File: config.mk
export PLATFORM = sky130hd
export DESIGN_NAME = dbg_multihart_ctrl
export DESIGN_NICKNAME = d
export VERILOG_FILES = /design/src/rtl/dbg_multihart_ctrl.sv
export SDC_FILE = /design/constraint.sdc
export NUM_CORES = 1
export LEC_CHECK = 0
export CAP_MARGIN = 20
export CORE_UTILIZATION = 40
export CTS_CLUSTER_DIAMETER = 50
export DETAILED_ROUTE_END_ITERATION = 8
export PLACE_DENSITY_LB_ADDON = 0.15
export SYNTH_ARGS = -nofsm -noshare
export SYNTH_HDL_FRONTEND = slang
export SYNTH_SLANG_ARGS = --single-unit
File: constraint.sdc
create_clock -name clk -period 4.3 [get_ports clk]
set_input_delay 0.86 -clock clk [delete_from_list [all_inputs] [get_ports clk]]
set_output_delay 0.86 -clock clk [all_outputs]
set_load 0.02 [all_outputs]
File: src/rtl/dbg_multihart_ctrl.sv
// Debug-side multi-hart controller: routes halt/resume to a selected hart set,
// summarises per-hart status and sequences one abstract register access at a time.
module dbg_multihart_ctrl #(
  parameter int unsigned NUM_HARTS  = 2,
  parameter int unsigned HARTSEL_W  = 4,
  parameter int unsigned DATA_W     = 32,
  parameter int unsigned AR_TIMEOUT = 64
) (
  input  logic                        clk,
  input  logic                        reset_n,
  input  logic [HARTSEL_W-1:0]        dm_hartsel,
  input  logic                        dm_hasel,
  input  logic [NUM_HARTS-1:0]        dm_hamask,
  input  logic                        dm_haltreq,
  input  logic                        dm_resumereq,
  input  logic                        dm_ar_valid,
  output logic                        dm_ar_ready,
  input  logic                        dm_ar_wr,
  input  logic [15:0]                 dm_ar_ad,
  input  logic [DATA_W-1:0]           dm_ar_wdata,
  output logic                        dm_ar_rvalid,
  output logic [DATA_W-1:0]           dm_ar_rdata,
  output logic [2:0]                  dm_ar_cmderr,
  output logic                        dm_anyhalted,
  output logic                        dm_allhalted,
  output logic                        dm_anyrunning,
  output logic                        dm_allrunning,
  output logic                        dm_anyresumeack,
  output logic                        dm_allresumeack,
  output logic                        dm_anynonexistent,
  output logic [NUM_HARTS-1:0]        core_haltreq,
  output logic [NUM_HARTS-1:0]        core_resumereq,
  input  logic [NUM_HARTS-1:0]        core_halted,
  input  logic [NUM_HARTS-1:0]        core_running,
  input  logic [NUM_HARTS-1:0]        core_resumeack,
  output logic [NUM_HARTS-1:0]        core_ar_en,
  output logic                        core_ar_wr,
  output logic [15:0]                 core_ar_ad,
  output logic [DATA_W-1:0]           core_ar_do,
  input  logic [NUM_HARTS*DATA_W-1:0] core_ar_di,
  input  logic [NUM_HARTS-1:0]        core_ar_done
);

  localparam int unsigned       CNT_W    = $clog2(AR_TIMEOUT) + 1;
  localparam logic [CNT_W-1:0]  CNT_LAST = CNT_W'(AR_TIMEOUT - 1);
  localparam logic [15:0]       AD_UNSUP = 16'h1020;

  typedef enum logic [1:0] {ST_IDLE, ST_ISSUE, ST_WAIT, ST_RESP} state_t;

  state_t               state, state_n;
  logic [NUM_HARTS-1:0] hart_onehot, sel;
  logic [NUM_HARTS-1:0] pending, ack, ack_evt, arm, clr;
  logic                 resume_q, resume_edge;
  logic [NUM_HARTS-1:0] tgt;
  logic [CNT_W-1:0]     cnt;
  logic                 done_lat;
  logic [DATA_W-1:0]    di_lat, di_sel;
  logic                 tgt_done, tgt_halted;
  logic                 accept, resp_load;
  logic [2:0]           resp_err_n;
  logic [DATA_W-1:0]    resp_data_n;

  // A hartsel beyond NUM_HARTS yields an all-zero one-hot, which doubles as the nonexistent flag.
  always_comb begin
    hart_onehot = '0;
    for (int unsigned i = 0; i < NUM_HARTS; i++)
      if (dm_hartsel == HARTSEL_W'(i)) hart_onehot[i] = 1'b1;
    sel = hart_onehot | (dm_hasel ? dm_hamask : '0);
  end

  assign dm_anynonexistent = ~|hart_onehot;
  assign dm_anyhalted      = |(core_halted & sel);
  assign dm_allhalted      = (sel != '0) && ((core_halted & sel) == sel);
  assign dm_anyrunning     = |(core_running & sel);
  assign dm_allrunning     = (sel != '0) && ((core_running & sel) == sel);
  assign dm_anyresumeack   = |(ack & sel);
  assign dm_allresumeack   = (sel != '0) && ((ack & sel) == sel);

  // Resume: an edge always clears acks of the selection, but arms only halted harts and only when no halt is requested.
  assign resume_edge    = dm_resumereq & ~resume_q;
  assign ack_evt        = pending & core_resumeack;
  assign arm            = (resume_edge && !dm_haltreq) ? (sel & core_halted) : '0;
  assign clr            = resume_edge ? sel : '0;
  assign core_resumereq = pending & ~{NUM_HARTS{dm_haltreq}};

  always_ff @(posedge clk or negedge reset_n) begin
    if (!reset_n) begin
      resume_q     <= 1'b0;
      pending      <= '0;
      ack          <= '0;
      core_haltreq <= '0;
    end else begin
      resume_q     <= dm_resumereq;
      pending      <= (pending & ~ack_evt) | arm;
      ack          <= (ack & ~clr) | ack_evt;
      core_haltreq <= {NUM_HARTS{dm_haltreq}} & sel;
    end
  end

  always_comb begin
    di_sel = '0;
    for (int unsigned i = 0; i < NUM_HARTS; i++)
      if (tgt[i]) di_sel = di_sel | core_ar_di[i*DATA_W +: DATA_W];
  end

  assign tgt_done     = |(core_ar_done & tgt);
  assign tgt_halted   = |(core_halted & tgt);
  assign dm_ar_ready  = (state == ST_IDLE);
  assign dm_ar_rvalid = (state == ST_RESP);
  assign core_ar_en   = (state == ST_ISSUE || state == ST_WAIT) ? tgt : '0;

  always_ff @(posedge clk or negedge reset_n) begin
    if (!reset_n) state <= ST_IDLE;
    else          state <= state_n;
  end

  always_comb begin
    state_n     = state;
    accept      = 1'b0;
    resp_load   = 1'b0;
    resp_err_n  = 3'd0;
    resp_data_n = '0;
    case (state)
      ST_IDLE: begin
        if (dm_ar_valid) begin
          accept    = 1'b1;
          state_n   = ST_RESP;
          resp_load = 1'b1;
          if (~|hart_onehot)                    resp_err_n = 3'd7;
          else if (~|(core_halted & hart_onehot)) resp_err_n = 3'd4;
          else if (dm_ar_ad >= AD_UNSUP)         resp_err_n = 3'd2;
          else begin
            state_n   = ST_ISSUE;
            resp_load = 1'b0;
          end
        end
      end
      ST_ISSUE: state_n = ST_WAIT;
      ST_WAIT: begin
        if (done_lat || tgt_done) begin
          state_n     = ST_RESP;
          resp_load   = 1'b1;
          resp_data_n = core_ar_wr ? '0 : (done_lat ? di_lat : di_sel);
        end else if (!tgt_halted) begin
          state_n    = ST_RESP;
          resp_load  = 1'b1;
          resp_err_n = 3'd4;
        end else if (cnt == CNT_LAST) begin
          state_n    = ST_RESP;
          resp_load  = 1'b1;
          resp_err_n = 3'd7;
        end
      end
      ST_RESP: state_n = ST_IDLE;
      default: state_n = ST_IDLE;
    endcase
  end

  // A done seen while in ISSUE is captured together with its data so WAIT can complete on it.
  always_ff @(posedge clk or negedge reset_n) begin
    if (!reset_n) begin
      tgt          <= '0;
      core_ar_wr   <= 1'b0;
      core_ar_ad   <= '0;
      core_ar_do   <= '0;
      cnt          <= '0;
      done_lat     <= 1'b0;
      di_lat       <= '0;
      dm_ar_rdata  <= '0;
      dm_ar_cmderr <= 3'd0;
    end else begin
      if (accept) begin
        tgt        <= hart_onehot;
        core_ar_wr <= dm_ar_wr;
        core_ar_ad <= dm_ar_ad;
        core_ar_do <= dm_ar_wdata;
      end
      if (state == ST_ISSUE) begin
        cnt      <= '0;
        done_lat <= tgt_done;
        di_lat   <= di_sel;
      end else if (state == ST_WAIT) begin
        cnt <= cnt + CNT_W'(1);
      end
      if (resp_load) begin
        dm_ar_rdata  <= resp_data_n;
        dm_ar_cmderr <= resp_err_n;
      end
    end
  end

endmodule

Word level (Yosys, flattened, before mapping). Cells that the tools add are included.

Logic and storage cells: 106. Flip-flop bits (word level): 135. Input port bits: 133. Output and inout port bits: 99.

Equality and inequality tests: 10. Bitwise logic cells: 20. Mux-type cells: 40. Magnitude comparators: 1. Reductions and logical operators: 20. Add/subtract/negate cells: 1.

Operator list (count): two-way mux 32 bit (6); OR 32 bit (1); two-way mux 2 bit (12); AND 2 bit (11); two-way mux 3 bit (6); >= comparator 16 x 13 -> 1 bit (second input constant) (1); two-way mux 7 bit (2); OR reduction 2 bit (7); two-way mux 1 bit (11); case mux 2 bit (4 select lines) (1); adder 7 x 1 -> 7 bit (second input constant) (1); equality test 7 x 6 -> 1 bit (second input constant) (1); equality test 2 bit (3); inverter 2 bit (3); OR 2 bit (3); case mux 3 bit (2 select lines) (1); equality test 2 bit (second input constant) (2); equality test 4 x 1 -> 1 bit (second input constant) (1); logical AND 1 bit (4); logical NOT 4 bit (1); inequality test 4 bit (second input constant) (1); nonzero test 2 bit (2); equality test 2 x 1 -> 1 bit (second input constant) (1); logical NOT 1 bit (2); 7 further kinds (8).

Depth between registers and ports, before layout.
Depth after elaboration: 8. Gate-level depth with buffers: 8. Depth with buffers taken out: 6.

Worst setup path after synthesis. No wires, ideal clock.

Path kind: input to output. Start point: input port dm_hartsel[1]. End point: output port dm_allresumeack. Required time: 3.440 ns. Arrival: 2.407 ns. Buffers on the path: 0. Setup slack: 1.033 ns. Stages: 6. Path through: nor3_1 inv_1 nor2_1 a21o_1 nor2_1 nor3_1.

Word-level cells in the longest chain between the ends: 6. Elaborated cells on any way between the ends: 9. Classes of those cells: eq/ne (2); mux (2); bitwise (2); reduce/logical (3).

RTL lines: from (decl) (RTL line 11) `input logic [HARTSEL_W-1:0] dm_hartsel,`; equality test 4 x 1 -> 1 bit or logical NOT 4 bit (tied branches) (RTL line 67) `if (dm_hartsel == HARTSEL_W'(i)) hart_onehot[i] = 1'b1;`; two-way mux 1 bit (RTL line 67); OR 2 bit * (RTL line 68) `sel = hart_onehot | (dm_hasel ? dm_hamask : '0);`; AND 2 bit (RTL line 77) `assign dm_allresumeack = (sel != '0) && ((ack & sel) == sel);`; equality test 2 bit (RTL line 77); logical AND 1 bit * (RTL line 77); to (decl) (RTL line 29) `output logic dm_allresumeack,`.

Mark *: on every way between the ends. The rest lies on a longest branch, timed or not.

Worst setup path in the final report. Ends and elaborated chain as after synthesis.

==> metrics.cfg <==
[outcome]
status = finished, final reports clean

[clock_tree]
holdBufCountCts = 0
path_clk_slew_ns = 0.06
clockBufferDepth = 2
ctsResizeCount = 0
cts_buffers = 17
clockRootBuffer = clkbuf_16
post_cts_buffers = 0
htree_levels = 4
clock_sinks = 135
cts_tree = built
worstSkewPairLatency_ns = 0.42

[critical_path]
crit_type = primary input to output port
worstPathMaxFanout = 7
rr_endpoint = dm_ar_rdata[12]
crit_path_end_kind = output port
rrSetupSlack_ns = 1.97
critPathRequiredTime_ns = 3.44
start_kind = primary input
r2r_start = tgt[0]
arrival_ns = 2.97
r2r_cells = 6

[pwr]
power_frac_seq_pct = 33.1
total_power_mw = 6.824
switching_share_pct = 37.56
power_leakage_nw = 3.677
powerDensity_nw_per_um2 = 762.3
peakVddDrop_v = 0.0004732
p_int_mw = 4.261
switching_power_mw = 2.563
comb_power_share_pct = 46.0
clkPwrFrac_pct = 20.9

[layout]
layout-drive-gt1-share_pct = 13.70
diodes = 0
synthToLayoutAreaGrowth_pct = 51.43
final_cells = 943
finalNetCount = 884
fillers = 1182

[routing]
drt_iter0_markers = 209
drc = 0
drt-total-wl_mm = 16.34
avgRoutedWirePerCell_um = 17.33
drtPass1Iterations = 6
postRouteAntennaNets = 0
vias = 4924
via_per_inst = 5.222

[timing]
worst_pin_slew_ns = 0.8652
slew_headroom_pct = 42.18
tns_ns = 0
finalSetupViolations = 0
slew_violations = 0
rsz0062_at_grt = false
finalHoldViolations = 0
finClkSkew_ns = 0.006280
finalCritPeriodShare_pct = 89.03
post-route-min-period_ns = 3.828
fmaxAchievable_mhz = 261.2

[global_route]
antenna_found_initial = 1
grt_pass1_vias = 4993
grt_max_degree = 89
track_usage_pct = 22.26
grt_overflow_total = 0
grt_pass1_wl_mm = 25.23

[run]
max-cap-violations = 0

[die]
coreArea_sq_um = 14480
ioPinCount = 232
die_w_um = 123.6
dieHeight_um = 123.6
die_area_sq_um = 15270
initial_utilization_pct = 40.83
rows = 44

[hold_path]
hold_depth = 1
holdCritStartpoint = dm_ar_rdata[11]
holdPathEnd = dm_ar_rdata[11]
hold_class = register to register

[yosys]
syn_area_per_cell_sq_um = 11.30
synth_cell_type_count = 42
synth_area_sq_um = 5912
synthCells = 523
synth_nets = 661
synth_warnings = 0
ys_ff_latch = 135
ys_seq_area_share_pct = 57.14

[placement]
gp_congestion = 0.8136
dp_hpwl_mm = 11.51
dp_cells = 911
port_buffers = 231

## flip-flops by register name, indices dropped and copies added, names as in the netlist
name          cells
core_ar_do       32
di_lat           32
dm_ar_rdata      32
core_ar_ad       16
cnt               7
dm_ar_cmderr      3
ack               2
core_haltreq      2
pending           2
state             2
tgt               2
core_ar_wr        1
done_lat          1
resume_q          1
## worst max-delay path, stage by stage
cell and delay, ns:
clkdlybuf4s50_1 0.40, nor3_1 0.23, inv_1 0.10, nor2_1 0.19
a21o_1 0.23, nor2_1 0.12, nor3_1 0.20, clkdlybuf4s50_1 0.63
## cells in the final DEF (no fill, tap or decap), types with 5 or more instances in the layout
cell type and instances:
a22oi_1 34, nor2_1 77, inv_1 11, buf_4 10, clkinv_2 7, a21oi_1 71
o2bb2ai_1 28, a22o_1 7, clkbuf_16 17, clkdlybuf4s50_1 230, and2_1 5, nand2_1 9
mux2_2 50, o22ai_1 7, nand3_1 5, dfrtp_1 134, mux2i_1 5
## cell families (layout without fill, tap and decap cells)
group,Yosys count,in the layout,share of synthesized area (%)
xor gates and xnor gates,2,2,0.2964
and+or+nand+nor,113,113,8.339
adders and majority gates,5,5,1.058
AOI/OAI and AO/OA,164,164,19.13
buffers and inverters,48,284,3.471
DFF,135,135,57.14
muxes,56,56,10.56
## power by group through the flow
stage                     logic [mW]  registers, mW  clock network [mW]
final                           3.14           2.26                1.43
after CTS                       3.17           2.26                1.46
after global routing            3.40           2.33                1.51
after detailed placement        3.16           2.26                   0
after floorplan                 1.39           2.68                   0
after global placement          3.08           2.24                   0
## worst max path at each step
stage	startpoint	end	slack, ns	cells after the start
final	dm_hartsel[1]	dm_allresumeack	0.47	8
after global placement	dm_hartsel[1]	dm_allresumeack	0.55	8
after global routing	dm_hartsel[1]	dm_allresumeack	0.30	8
after detailed placement	dm_hartsel[1]	dm_allresumeack	0.48	8
after floorplan	dm_hartsel[1]	dm_allresumeack	1.03	6
after CTS	dm_hartsel[1]	dm_allresumeack	0.48	8
## Yosys cell counts
cell / n / area [sq um]
mux2i_1: 5 / 50.05
a21oi_1: 71 / 355.3
o22a_1: 1 / 8.760
nand3_1: 5 / 25.02
clkbuf_1: 24 / 90.09
nand3b_1: 1 / 7.510
nor2b_1: 3 / 18.77
nand2_1: 9 / 33.78
nand2b_1: 4 / 25.02
o41ai_2: 1 / 16.27
mux2_2: 50 / 563.0
a21o_1: 1 / 7.510
buf_6: 3 / 33.78
o22ai_1: 7 / 43.79
or4b_2: 1 / 10.01
o221ai_1: 1 / 8.760
o21a_1: 1 / 7.510
o2bb2ai_1: 28 / 245.2
a21boi_4: 1 / 18.77
o31ai_1: 1 / 7.510
or4_1: 1 / 7.510
inv_1: 11 / 41.29
and2_1: 5 / 31.28
buf_1: 8 / 30.03
a22o_1: 7 / 61.31
xor2_1: 1 / 8.760
mux2_1: 1 / 11.26
buf_2: 2 / 10.01
nand3_2: 1 / 10.01
o21ai_0: 3 / 15.01
nor3b_1: 1 / 7.510
nor2_1: 77 / 289.0
ha_1: 5 / 62.56
o2bb2ai_2: 4 / 60.06
nor3_1: 3 / 15.01
o211ai_1: 2 / 15.01
o21ai_1: 1 / 5.000
nand4_1: 1 / 6.260
or2_2: 1 / 6.260
dfrtp_1: 135 / 3378
xnor2_1: 1 / 8.760
a22oi_1: 34 / 255.2
## final cells by class
| cell class | instances | area, sq um | area share [%] |
|---|---|---|---|
| Clock inverter | 13 | 128.9 | 1.440 |
| Multi-Input combinational cell | 340 | 2331 | 26.04 |
| Tap cell | 184 | 230.2 | 2.572 |
| Clock buffer | 19 | 452.9 | 5.059 |
| Timing Repair Buffer | 241 | 2389 | 26.68 |
| Inverter | 11 | 41.29 | 0.4612 |
| Sequential cell | 135 | 3379 | 37.75 |
## layer usage
metal / share of wire, % / global-route usage (%) / routed length, um / vias to the layer above
li1: - / - / - / 2327
met1: 39 / 24.71 / 6393 / 2407
met2: 50 / 37.60 / 8205 / 167
met3: 9.2 / 10.26 / 1511 / 21
met4: 1.3 / 7.605 / 214 / 2
met5: 0.080 / 0 / 13 / -
## per-stage QoR
step	worst slack (ns)	util [%]	cell area, sq um	hold slack, ns
2_1_floorplan	1.033	-	5912	0.4729
5_1_grt	0.3049	61.83	8952	0.5069
3_5_place_dp	0.4763	57.81	8371	0.4724
6_report	0.4716	61.83	8952	0.4851
3_3_place_gp	0.5523	57.81	8371	0.4713
4_1_cts	0.4840	61.83	8952	0.4905
No activity file was read; power rests on OpenSTA's default activity.
